$ cat src/rtl/cg_enable_ctrl.sv
// cg_enable_ctrl: enable generator for the dual_latch clock gate.
// Watches downstream activity and wake requests, drops the gate enable after
// IDLE_CYCLES idle cycles (with a one-cycle DRAIN handshake), and restores it
// on demand, holding `ready` low for WAKE_CYCLES while the domain warms up.
// Runs on the free-running clock; every output is a flop.
//
// Optional feature: define CG_STATS_EN to build the saturating gated-cycle
// statistics counter. Without it `gated_cycles` is tied to zero.
module cg_enable_ctrl #(
    parameter int IDLE_CYCLES = 8,
    parameter int WAKE_CYCLES = 2,
    parameter int CNT_W       = 16
) (
    input  logic             clk,
    input  logic             rst,
    input  logic             busy,
    input  logic             wake_req,
    input  logic             force_on,
    input  logic             stats_clr,
    output logic             gate_en,
    output logic             ready,
    output logic [1:0]       state_o,
    output logic [CNT_W-1:0] gated_cycles
);

    typedef enum logic [1:0] {
        RUN   = 2'd0,
        DRAIN = 2'd1,
        GATED = 2'd2,
        WAKE  = 2'd3
    } state_t;

    localparam int IDLE_W = $clog2(IDLE_CYCLES) + 1;
    localparam int WAKE_W = $clog2(WAKE_CYCLES) + 1;
    localparam logic [IDLE_W-1:0] IDLE_LAST = IDLE_W'(IDLE_CYCLES - 1);
    localparam logic [WAKE_W-1:0] WAKE_LOAD = WAKE_W'(WAKE_CYCLES - 1);

    state_t              state_q, state_d;
    logic [IDLE_W-1:0]   idle_cnt_q, idle_cnt_d;
    logic [WAKE_W-1:0]   wake_cnt_q, wake_cnt_d;
    logic                gate_en_q, gate_en_d;
    logic                ready_q, ready_d;
    logic                active;

    // force_on and busy are deliberately indistinguishable here.
    assign active = busy | wake_req | force_on;

    // State register: FSM state, counters and the registered outputs.
    always_ff @(posedge clk) begin
        // NOTE: sequential state uses non-blocking assignments so every flop
        // samples the pre-edge values, independent of statement order.
        if (rst) begin
            state_q    <= RUN;
            idle_cnt_q <= '0;
            wake_cnt_q <= '0;
            gate_en_q  <= 1'b1;
            ready_q    <= 1'b1;
        end else begin
            state_q    <= state_d;
            idle_cnt_q <= idle_cnt_d;
            wake_cnt_q <= wake_cnt_d;
            gate_en_q  <= gate_en_d;
            ready_q    <= ready_d;
        end
    end

    // Next-state logic: idle detection, drain handshake and wake warm-up.
    always_comb begin
        // NOTE: every combinational output gets a default first so no path
        // leaves it unassigned, which would otherwise infer a latch.
        state_d    = state_q;
        idle_cnt_d = '0;           // idle count only survives while in RUN
        wake_cnt_d = wake_cnt_q;
        unique case (state_q)
            RUN: begin
                if (active) begin
                    idle_cnt_d = '0;
                end else if (idle_cnt_q == IDLE_LAST) begin
                    state_d = DRAIN;
                end else begin
                    idle_cnt_d = idle_cnt_q + 1'b1;
                end
            end
            DRAIN: begin
                // Last chance to abort before the clock actually stops.
                state_d = active ? RUN : GATED;
            end
            GATED: begin
                if (active) begin
                    state_d    = WAKE;
                    wake_cnt_d = WAKE_LOAD;
                end
            end
            WAKE: begin
                // Inputs are ignored: the warm-up always runs to completion.
                if (wake_cnt_q == '0) begin
                    state_d = RUN;
                end else begin
                    wake_cnt_d = wake_cnt_q - 1'b1;
                end
            end
            default: state_d = RUN;
        endcase
    end

    // Output decode from the next state, so the outputs register alongside it
    // and gate_en can only change on a rising edge.
    always_comb begin
        gate_en_d = (state_d != GATED);
        ready_d   = (state_d == RUN);
    end

    assign gate_en = gate_en_q;
    assign ready   = ready_q;
    assign state_o = state_q;

`ifdef CG_STATS_EN
    logic [CNT_W-1:0] gated_cycles_q, gated_cycles_d;

    // Statistics next value: clear beats increment; increment saturates.
    always_comb begin
        gated_cycles_d = gated_cycles_q;
        if (stats_clr) begin
            gated_cycles_d = '0;
        end else if ((state_q == GATED) && (gated_cycles_q != '1)) begin
            gated_cycles_d = gated_cycles_q + 1'b1;
        end
    end

    // Statistics register, cleared by reset.
    always_ff @(posedge clk) begin
        if (rst) begin
            gated_cycles_q <= '0;
        end else begin
            gated_cycles_q <= gated_cycles_d;
        end
    end

    assign gated_cycles = gated_cycles_q;
`else
    // Feature disabled: constant output, clear input has no effect.
    logic unused_stats_clr;
    assign unused_stats_clr = stats_clr;
    assign gated_cycles     = '0;
`endif

endmodule

$ cat config.mk
export PLATFORM = sky130hd
export DESIGN_NAME = cg_enable_ctrl
export DESIGN_NICKNAME = d
export VERILOG_FILES = /design/src/rtl/cg_enable_ctrl.sv
export SDC_FILE = /design/constraint.sdc
export NUM_CORES = 1
export LEC_CHECK = 0
export BUFFER_PORTS_ARGS = -buffer_cell sky130_fd_sc_hd__buf_2
export CORE_AREA = 2 2 39 41
export DETAILED_ROUTE_END_ITERATION = 10
export DIE_AREA = 0 0 41 43
export GPL_TIMING_DRIVEN = 0
export PLACE_DENSITY = 0.74
export REMOVE_ABC_BUFFERS = 1
export SLEW_MARGIN = 20
export SYNTH_ARGS = -nofsm -noshare
export SYNTH_HDL_FRONTEND = slang
export SYNTH_SLANG_ARGS = --single-unit
$ cat constraint.sdc
create_clock -name clk -period 1.86 [get_ports clk]
set_input_delay 0.093 -clock clk [delete_from_list [all_inputs] [get_ports clk]]
set_output_delay 0.093 -clock clk [all_outputs]
set_load 0.02 [all_outputs]
==> impl_table.tex, run 1 <==
\begin{tabular}{lr}
\hline
Metric & Value \\
\hline
\multicolumn{2}{l}{\textbf{Yosys}} \\
\quad Synth Flop Type & dfxtp\_1 \\
\quad Seq/Total Area, Yosys & 0.3540 \\
\quad Cells after Synth & 65 \\
\quad Biggest area contributors in the synthesized netlist & dfxtp\_1 35\%, buf\_4 23\%, nor2\_1 4.6\%, ha\_1 4.4\%, inv\_1 3.3\% \\
\quad Fraction of post-synthesis cell area in the top cell type by area & 0.3540 \\
\quad Async set-reset flop share out of synthesis & 0 \\
\quad Mean cell area of the mapped netlist & 8.701 um\^{}2 \\
\quad Synth cell types & 23 \\
\quad Cell type contributing the most total cell area after synthesis & dfxtp\_1 \\
\quad Number of enable flip-flop cells after synthesis & 0 \\
\quad Netlist Area Pre-Place & 565.5 um\^{}2 \\
\quad Warnings, synthesis & 0 \\
\quad Register bit count reported by yosys & 10 \\
\multicolumn{2}{l}{\textbf{Power}} \\
\quad Switching share of power & 0.2574 \\
\quad Sw power & 0.1175 mW \\
\quad Total power consumption of the routed design & 0.4563 mW \\
\quad Clock power frac & 0.436 \\
\quad Power density of the placed cells & 787.7 mW/mm\^{}2 \\
\quad Internal cell power & 0.3389 mW \\
\quad Sequential Power Share & 0.471 \\
\quad Combinational cell fraction of total power & 0.093 \\
\quad Leakage power total & 0.2603 nW \\
\quad Worst IR Drop VDD & 0.3434 mV \\
\multicolumn{2}{l}{\textbf{Timing}} \\
\quad Highest Clock Rate & 645.7 MHz \\
\quad Unrepaired setup endpoints after global routing & false \\
\quad Tcrit/Tclk final & 0.8326 \\
\quad Shortest period the worst path allows & 1549 ps \\
\quad Relative slew slack & 0.5463 \\
\quad Hold violation total from the final report & 0 \\
\quad Setup TNS & 0 ps \\
\quad Final setup viols & 0 \\
\quad Transition time at the pin with the least slew margin & 671.8 ps \\
\quad Final Max Tran Viols & 0 \\
\quad Clock Skew & 2.975 ps \\
\multicolumn{2}{l}{\textbf{Route}} \\
\quad Met1 layer wirelength in the final routing & 372 um \\
\quad Mean routed wirelength per cell & 9.689 um \\
\quad DRT iter0 DRCs & 6 \\
\quad Amount of wire on met2 after detailed routing & 410 um \\
\quad DRC & 0 \\
\quad Wire length reported by the detailed router & 872 um \\
\quad First drt pass iteration count & 4 \\
\quad Routed vias/inst & 4.567 \\
\quad Post-detailed-route count of antenna-violating nets & 0 \\
\quad WL met3 & 45 um \\
\quad Uppermost metal layer occupied by signal nets & met4 \\
\quad Vias post-DR & 411 \\
\multicolumn{2}{l}{\textbf{Worst setup path}} \\
\quad Startpoint type of the worst setup path & register \\
\quad Crit Path Max Fanout & 3 \\
\quad Highest cell delay on the worst timing path & 350 ps \\
\quad Crit path cell chain & inv\_1 > ha\_1 > a21boi\_0 > o41ai\_1 > a31o\_2 \\
\quad Critical path type & register to register \\
\quad Required time worst endpoint & 2030 ps \\
\quad Cell with the largest stage delay on the worst path & a21boi\_0 \\
\quad Worst Path Arrival & 1720 ps \\
\quad Kind of end point of the critical path & register \\
\multicolumn{2}{l}{\textbf{CTS}} \\
\quad TritonCTS clock tree & built \\
\quad Worst-Skew Late Latency & 270 ps \\
\quad \# H-tree levels & 1 \\
\quad Number of clock buffers inserted by TritonCTS & 3 \\
\quad Cell chosen for the clock root & clkbuf\_4 \\
\quad CTS-repair resized insts & 0 \\
\quad Bufs on Longest Clock Path & 2 \\
\quad Post-CTS Setup Repair Bufs & 0 \\
\quad Hold-fix buffers, CTS & 0 \\
\quad CTS sink count & 10 \\
\quad Clock transition at the registers of the reported paths & 70 ps \\
\multicolumn{2}{l}{\textbf{Global route}} \\
\quad Wire length of the first global-routing pass & 1317 um \\
\quad Initial antenna violation count & 0 \\
\quad Via count of the first global-routing pass & 337 \\
\quad Total congestion overflow & 0 \\
\quad Pin count of the biggest net entering global routing & 11 \\
\quad Overall track demand over capacity in global routing & 0.1171 \\
\multicolumn{2}{l}{\textbf{Finish}} \\
\quad Number of nets in the final layout & 83 \\
\quad Area delta synth->final & 2.434\% \\
\quad Seq. cell area & 200.2 um\^{}2 \\
\quad Commonest non-fill, non-tap cell in the layout & conb\_1 \\
\quad Ratio of cells with drive above 1 in the final layout & 0.1892 \\
\quad Combined area of the multi-input logic cells & 264.0 um\^{}2 \\
\quad Number of antenna cells inserted & 0 \\
\quad Number of fillers in the final layout & 144 \\
\quad Most frequent cells in the layout & 16 x conb\_1, 10 x dfxtp\_1, 8 x buf\_2 \\
\multicolumn{2}{l}{\textbf{Placed design}} \\
\quad Post-detailed-placement half-perimeter wirelength & 615.5 um \\
\quad Input/output buffers & 8 \\
\quad Global placement routability congestion & 0.8655 \\
\multicolumn{2}{l}{\textbf{Floorplan}} \\
\quad Floorplan die width & 41 um \\
\quad Die Footprint & 0.001763 mm\^{}2 \\
\quad Die height & 43 um \\
\quad Std-Cell Rows & 14 \\
\quad Effective utilization at floorplan & 0.4087 \\
\quad I/O Pins & 26 \\
\quad Core Area & 0.001384 mm\^{}2 \\
\multicolumn{2}{l}{\textbf{Job}} \\
\quad Max\_cap viols & 0 \\
\multicolumn{2}{l}{\textbf{Worst hold path}} \\
\quad Hold Crit Class & input pin to register \\
\multicolumn{2}{l}{\textbf{Run status}} \\
\quad Outcome & completed \\
\hline
\end{tabular}
==> kinds of logic (layout without fill, tap and decap cells) <==
family	Yosys count	after routing	share of synthesized area
AO/OA/AOI/OAI	8	8	0.1018
buffers and inverters	23	17	0.2788
XOR/XNOR	3	3	0.04647
AND/OR/NAND/NOR	18	18	0.1682
flip-flops	10	10	0.3540
adder cells (fa/ha/maj)	2	2	0.04424
other	1	16	0.006631
==> power groups by stage <==
stage / Sequential (mW) / Clock [mW] / Combinational, mW
2_1_floorplan: 0.220 / 0 / 0.0325
3_3_place_gp: 0.220 / 0 / 0.0406
3_5_place_dp: 0.220 / 0 / 0.0411
4_1_cts: 0.215 / 0.200 / 0.0414
5_1_grt: 0.215 / 0.213 / 0.0464
6_report: 0.215 / 0.199 / 0.0423
==> per-layer routing <==
metal | global-route usage | vias to the layer above
li1 | - | 203
met1 | 0.1275 | 186
met2 | 0.1656 | 17
met3 | 0.01571 | 5
met4 | 0.1400 | 0
met5 | 0 | -
==> cells in the mapped netlist (2+ instances only) <==
| cell type | n |
|---|---|
| buf_4 | 17 |
| xor2_1 | 2 |
| nand2_1 | 3 |
| dfxtp_1 | 10 |
| ha_1 | 2 |
| nand3_1 | 3 |
| a21oi_1 | 2 |
| inv_1 | 5 |
| nor2_1 | 7 |
==> cell type report <==
type | instances | share of cell area
Multi-Input combinational cell | 47 | 0.4557
Tap cell | 16 | 0.03456
Timing Repair Buffer | 8 | 0.06911
Clock buffer | 4 | 0.06263
Sequential cell | 10 | 0.3456
Inverter | 5 | 0.03240
==> critical path: cells and delay by family (launching register included) <==
kind | cells | cell delay [ps]
AO/OA/AOI/OAI | 3 | 860
flip-flops | 1 | 310
adder cells (fa/ha/maj) | 1 | 220
buffers and inverters | 1 | 60
==> flip-flops by register name, summed over array words and instances, names as in the netlist <==
signal and cells:
gate_en 1, idle_cnt_q 4, ready 1, wake_cnt_q 2, state_o 2
==> path summary, 6_finish.rpt <==
check / start / to / slack [ps] / depth (start not counted)
min reg2reg: idle_cnt_q[0]$_SDFF_PP0_ / idle_cnt_q[0]$_SDFF_PP0_ / 470 / 1
min: rst / state_o[0]$_SDFF_PP0_ / 50 / 2
max reg2reg: wake_cnt_q[0]$_SDFFE_PP0P_ / wake_cnt_q[1]$_SDFFE_PP0P_ / 310 / 5
max: wake_cnt_q[0]$_SDFFE_PP0P_ / wake_cnt_q[1]$_SDFFE_PP0P_ / 310 / 5
==> through the flow <==
step,instances,hold slack [ps],area (um^2),utilization,setup WS (ps)
floorplan,62,162.1,483.0,-,504.9
global placement,86,315.2,543.0,0.3924,393.6
detailed placement,86,322.4,543.0,0.3924,355.2
CTS,90,36.12,579.3,0.4186,351.9
global route,90,42.37,579.3,0.4186,240.9
finish,90,45.23,579.3,0.4186,311.4
Note: power is estimated with default switching activity, not from simulation.
==> inputs of run 2 (changes only) <==
CORE_AREA = not set   (was 2 2 39 41)
CORE_MARGIN = 2   (was not set)
CORE_UTILIZATION = 39   (was not set)
DIE_AREA = not set   (was 0 0 41 43)
PLACE_DENSITY = 0.71   (was 0.74)
clock period = 1.4 ns   (was 1.86 ns; I/O delays follow)
==> run 2 against run 1 <==
Effect of this change:
- first-iteration DRC count increased by 17%
- non-clock buffer count stayed put
- count of clock-buffer cells in the layout unchanged
- largest power group unchanged
- setup slack got worse by 260 ps
- final area increased by 3.9%
- critical path type unchanged
- critical endpoint is now state_o[0]$_SDFF_PP0_
- critical path depth down 1
- total power is 32% higher
==> impl_table.tex, run 2 (synthesis gave the netlist of run 1 again) <==
\begin{tabular}{lr}
\hline
Metric & Value \\
\hline
\multicolumn{2}{l}{\textbf{Global route}} \\
\quad GRT Max-Usage Layer & met2 (unchanged) \\
\quad Via count of the first global-routing pass & 299 (was 337) \\
\quad Global Route met1 Usage & 0.1195 (was 0.1275) \\
\quad Overall track demand over capacity in global routing & 0.09672 (was 0.1171) \\
\quad Initial antenna violation count & 0 (unchanged) \\
\quad Met3 global-route usage & 0.04310 (was 0.01571) \\
\quad Total congestion overflow & 0 (unchanged) \\
\quad Met2 capacity usage during global routing & 0.1281 (was 0.1656) \\
\quad Wire length of the first global-routing pass & 1262 um (was 1317 um) \\
\quad Pin count of the biggest net entering global routing & 11 (unchanged) \\
\multicolumn{2}{l}{\textbf{CTS}} \\
\quad Clock transition at the registers of the reported paths & 70 ps (about the same) \\
\quad Bufs on Longest Clock Path & 2 (unchanged) \\
\quad \# H-tree levels & 1 (unchanged) \\
\quad Number of clock buffers inserted by TritonCTS & 3 (unchanged) \\
\quad Worst-Skew Late Latency & 260 ps (was 270 ps) \\
\quad TritonCTS clock tree & built (unchanged) \\
\quad CTS sink count & 10 (unchanged) \\
\quad Hold-fix buffers, CTS & 0 (unchanged) \\
\quad Cell chosen for the clock root & clkbuf\_4 (unchanged) \\
\multicolumn{2}{l}{\textbf{Route}} \\
\quad Mean routed wirelength per cell & 9.303 um (was 9.689 um) \\
\quad Routed vias/inst & 4.685 (was 4.567) \\
\quad Wire length reported by the detailed router & 828 um (was 872 um) \\
\quad DRC & 0 (unchanged) \\
\quad Vias post-DR & 417 (was 411) \\
\quad Post-detailed-route count of antenna-violating nets & 0 (unchanged) \\
\quad First drt pass iteration count & 4 (unchanged) \\
\quad DRT iter0 DRCs & 7 (was 6) \\
\multicolumn{2}{l}{\textbf{Timing}} \\
\quad Final setup viols & 0 (unchanged) \\
\quad Hold violation total from the final report & 0 (unchanged) \\
\quad Worst setup margin & 54.14 ps (was 311.4 ps) \\
\quad Shortest period the worst path allows & 1346 ps (was 1549 ps) \\
\quad Tcrit/Tclk final & 0.9613 (was 0.8326) \\
\quad Clock Skew & 2.432 ps (was 2.975 ps) \\
\quad Hold Worst Slack & 36.26 ps (was 45.23 ps) \\
\quad Setup TNS & 0 ps (unchanged) \\
\quad Highest Clock Rate & 743.0 MHz (was 645.7 MHz) \\
\quad Final Max Tran Viols & 0 (unchanged) \\
\multicolumn{2}{l}{\textbf{Finish}} \\
\quad Final cell area excluding filler cells & 601.8 um\^{}2 (was 579.3 um\^{}2) \\
\quad Number of nets in the final layout & 83 (unchanged) \\
\quad Ratio of cells with drive above 1 in the final layout & 0.2838 (was 0.1892) \\
\quad Number of fillers in the final layout & 128 (was 144) \\
\quad Register containing the most flip-flops in the final layout & idle\_cnt\_q (unchanged) \\
\quad Area delta synth->final & 6.416\% (was 2.434\%) \\
\quad Post-layout util & 0.4512 (was 0.4186) \\
\quad Commonest non-fill, non-tap cell in the layout & conb\_1 (unchanged) \\
\quad Number of flip-flops in the largest register & 4 (unchanged) \\
\quad Most frequent cells in the layout & 16 x conb\_1, 8 x dfxtp\_1, 8 x buf\_2 (was 16 x conb\_1, 10 x dfxtp\_1, 8 x buf\_2) \\
\quad Seq. cell area & 202.7 um\^{}2 (was 200.2 um\^{}2) \\
\quad Number of antenna cells inserted & 0 (unchanged) \\
\quad Number of standard cells in the final layout excluding fillers & 89 (was 90) \\
\quad Combined area of the multi-input logic cells & 285.3 um\^{}2 (was 264.0 um\^{}2) \\
\multicolumn{2}{l}{\textbf{Worst setup path}} \\
\quad Kind of end point of the critical path & register (unchanged) \\
\quad Worst Path Arrival & 1540 ps (was 1720 ps) \\
\quad Endpoint of the most critical register-to-register path & state\_o[0]\$\_SDFF\_PP0\_ (was wake\_cnt\_q[1]\$\_SDFFE\_PP0P\_) \\
\quad Crit Path Max Fanout & 3 (unchanged) \\
\quad Required time worst endpoint & 1600 ps (was 2030 ps) \\
\quad Startpoint type of the worst setup path & register (unchanged) \\
\quad Worst setup slack for register-to-register paths & 50 ps (was 310 ps) \\
\quad Critical path launch point & idle\_cnt\_q[0]\$\_SDFF\_PP0\_ (was wake\_cnt\_q[0]\$\_SDFFE\_PP0P\_) \\
\quad Worst reg2reg path startpoint & idle\_cnt\_q[0]\$\_SDFF\_PP0\_ (was wake\_cnt\_q[0]\$\_SDFFE\_PP0P\_) \\
\quad R2R depth & 4 (was 5) \\
\quad Critical path type & register to register (unchanged) \\
\multicolumn{2}{l}{\textbf{Placed design}} \\
\quad Total placed cells including tap cells & 85 (was 86) \\
\quad Dpl cell area & 541.8 um\^{}2 (was 543.0 um\^{}2) \\
\quad Global placement routability congestion & 0.7100 (was 0.8655) \\
\quad Minimum setup slack after placement & -41.75 ps (was 355.2 ps) \\
\quad Input/output buffers & 8 (unchanged) \\
\quad Post-detailed-placement half-perimeter wirelength & 610.8 um (was 615.5 um) \\
\multicolumn{2}{l}{\textbf{Power}} \\
\quad Sw power & 0.1520 mW (was 0.1175 mW) \\
\quad Power density of the placed cells & 1000 mW/mm\^{}2 (was 787.7 mW/mm\^{}2) \\
\quad Sequential Power Share & 0.475 (was 0.471) \\
\quad Combinational cell fraction of total power & 0.095 (was 0.093) \\
\quad Total power consumption of the routed design & 0.6021 mW (was 0.4563 mW) \\
\quad Internal cell power & 0.4501 mW (was 0.3389 mW) \\
\quad Switching share of power & 0.2524 (was 0.2574) \\
\quad Clock power frac & 0.430 (was 0.436) \\
\quad Leakage power total & 0.2629 nW (was 0.2603 nW) \\
\quad Worst IR Drop VDD & 0.3492 mV (was 0.3434 mV) \\
\multicolumn{2}{l}{\textbf{Floorplan}} \\
\quad Core Area & 0.001334 mm\^{}2 (was 0.001384 mm\^{}2) \\
\quad Std-Cell Rows & 13 (was 14) \\
\quad Die Footprint & 0.001771 mm\^{}2 (was 0.001763 mm\^{}2) \\
\quad Floorplan die width & 42.08 um (was 41 um) \\
\quad Die height & 42.08 um (was 43 um) \\
\quad Effective utilization at floorplan & 0.4240 (was 0.4087) \\
\quad I/O Pins & 26 (unchanged) \\
\multicolumn{2}{l}{\textbf{Worst hold path}} \\
\quad Endpoint, Worst Hold & state\_o[0]\$\_SDFF\_PP0\_ (unchanged) \\
\quad Origin of the worst min-delay path & rst (unchanged) \\
\quad Instance count along the most critical hold path & 2 (unchanged) \\
\quad Hold Crit Class & input pin to register (unchanged) \\
\multicolumn{2}{l}{\textbf{Run status}} \\
\quad Outcome & completed (unchanged) \\
\multicolumn{2}{l}{\textbf{Job}} \\
\quad Max\_cap viols & 0 (unchanged) \\
\hline
\end{tabular}
run 2: layer usage:
metal | vias up | part of all wire
li1 | 205 | -
met4 | 0 | 0.016
met1 | 180 | 0.47
met3 | 2 | 0.12
met5 | - | 0
met2 | 30 | 0.38
run 2: critical path: stages, from the launching register on:
cell	delay [ps]
dfxtp_2	340
ha_2	180
nand3b_1	120
or4b_4	500
a21oi_2	130
run 2: area by class of cell:
cell class,count,area share
clock buffer,4,0.06029
inverter,5,0.03119
multi-input combinational,47,0.4740
sequential,10,0.3368
tap,15,0.03119
timing repair buffer,8,0.06653
run 2: worst max path at each step:
stage / end
after detailed placement: wake_cnt_q[1]$_SDFFE_PP0P_
final: state_o[0]$_SDFF_PP0_
after global routing: wake_cnt_q[1]$_SDFFE_PP0P_
after global placement: wake_cnt_q[1]$_SDFFE_PP0P_
after CTS: state_o[0]$_SDFF_PP0_
after floorplan: wake_cnt_q[1]$_SDFFE_PP0P_
run 2: power groups by stage:
stage / combinational [mW] / sequential [mW] / clock (mW)
2_1_floorplan: 0.0432 / 0.292 / 0
3_3_place_gp: 0.0543 / 0.292 / 0
3_5_place_dp: 0.0546 / 0.292 / 0
4_1_cts: 0.0548 / 0.286 / 0.267
5_1_grt: 0.0607 / 0.286 / 0.286
6_report: 0.0572 / 0.286 / 0.259
run 2: what timing repair did:
| item | 4_1_cts | 5_1_grt |
|---|---|---|
| resized for setup | 3 | 5 |
| endpoints found under the setup margin | 2 | 2 |
| buffers inserted | 0 | 0 |
| pin swaps | 1 | 1 |
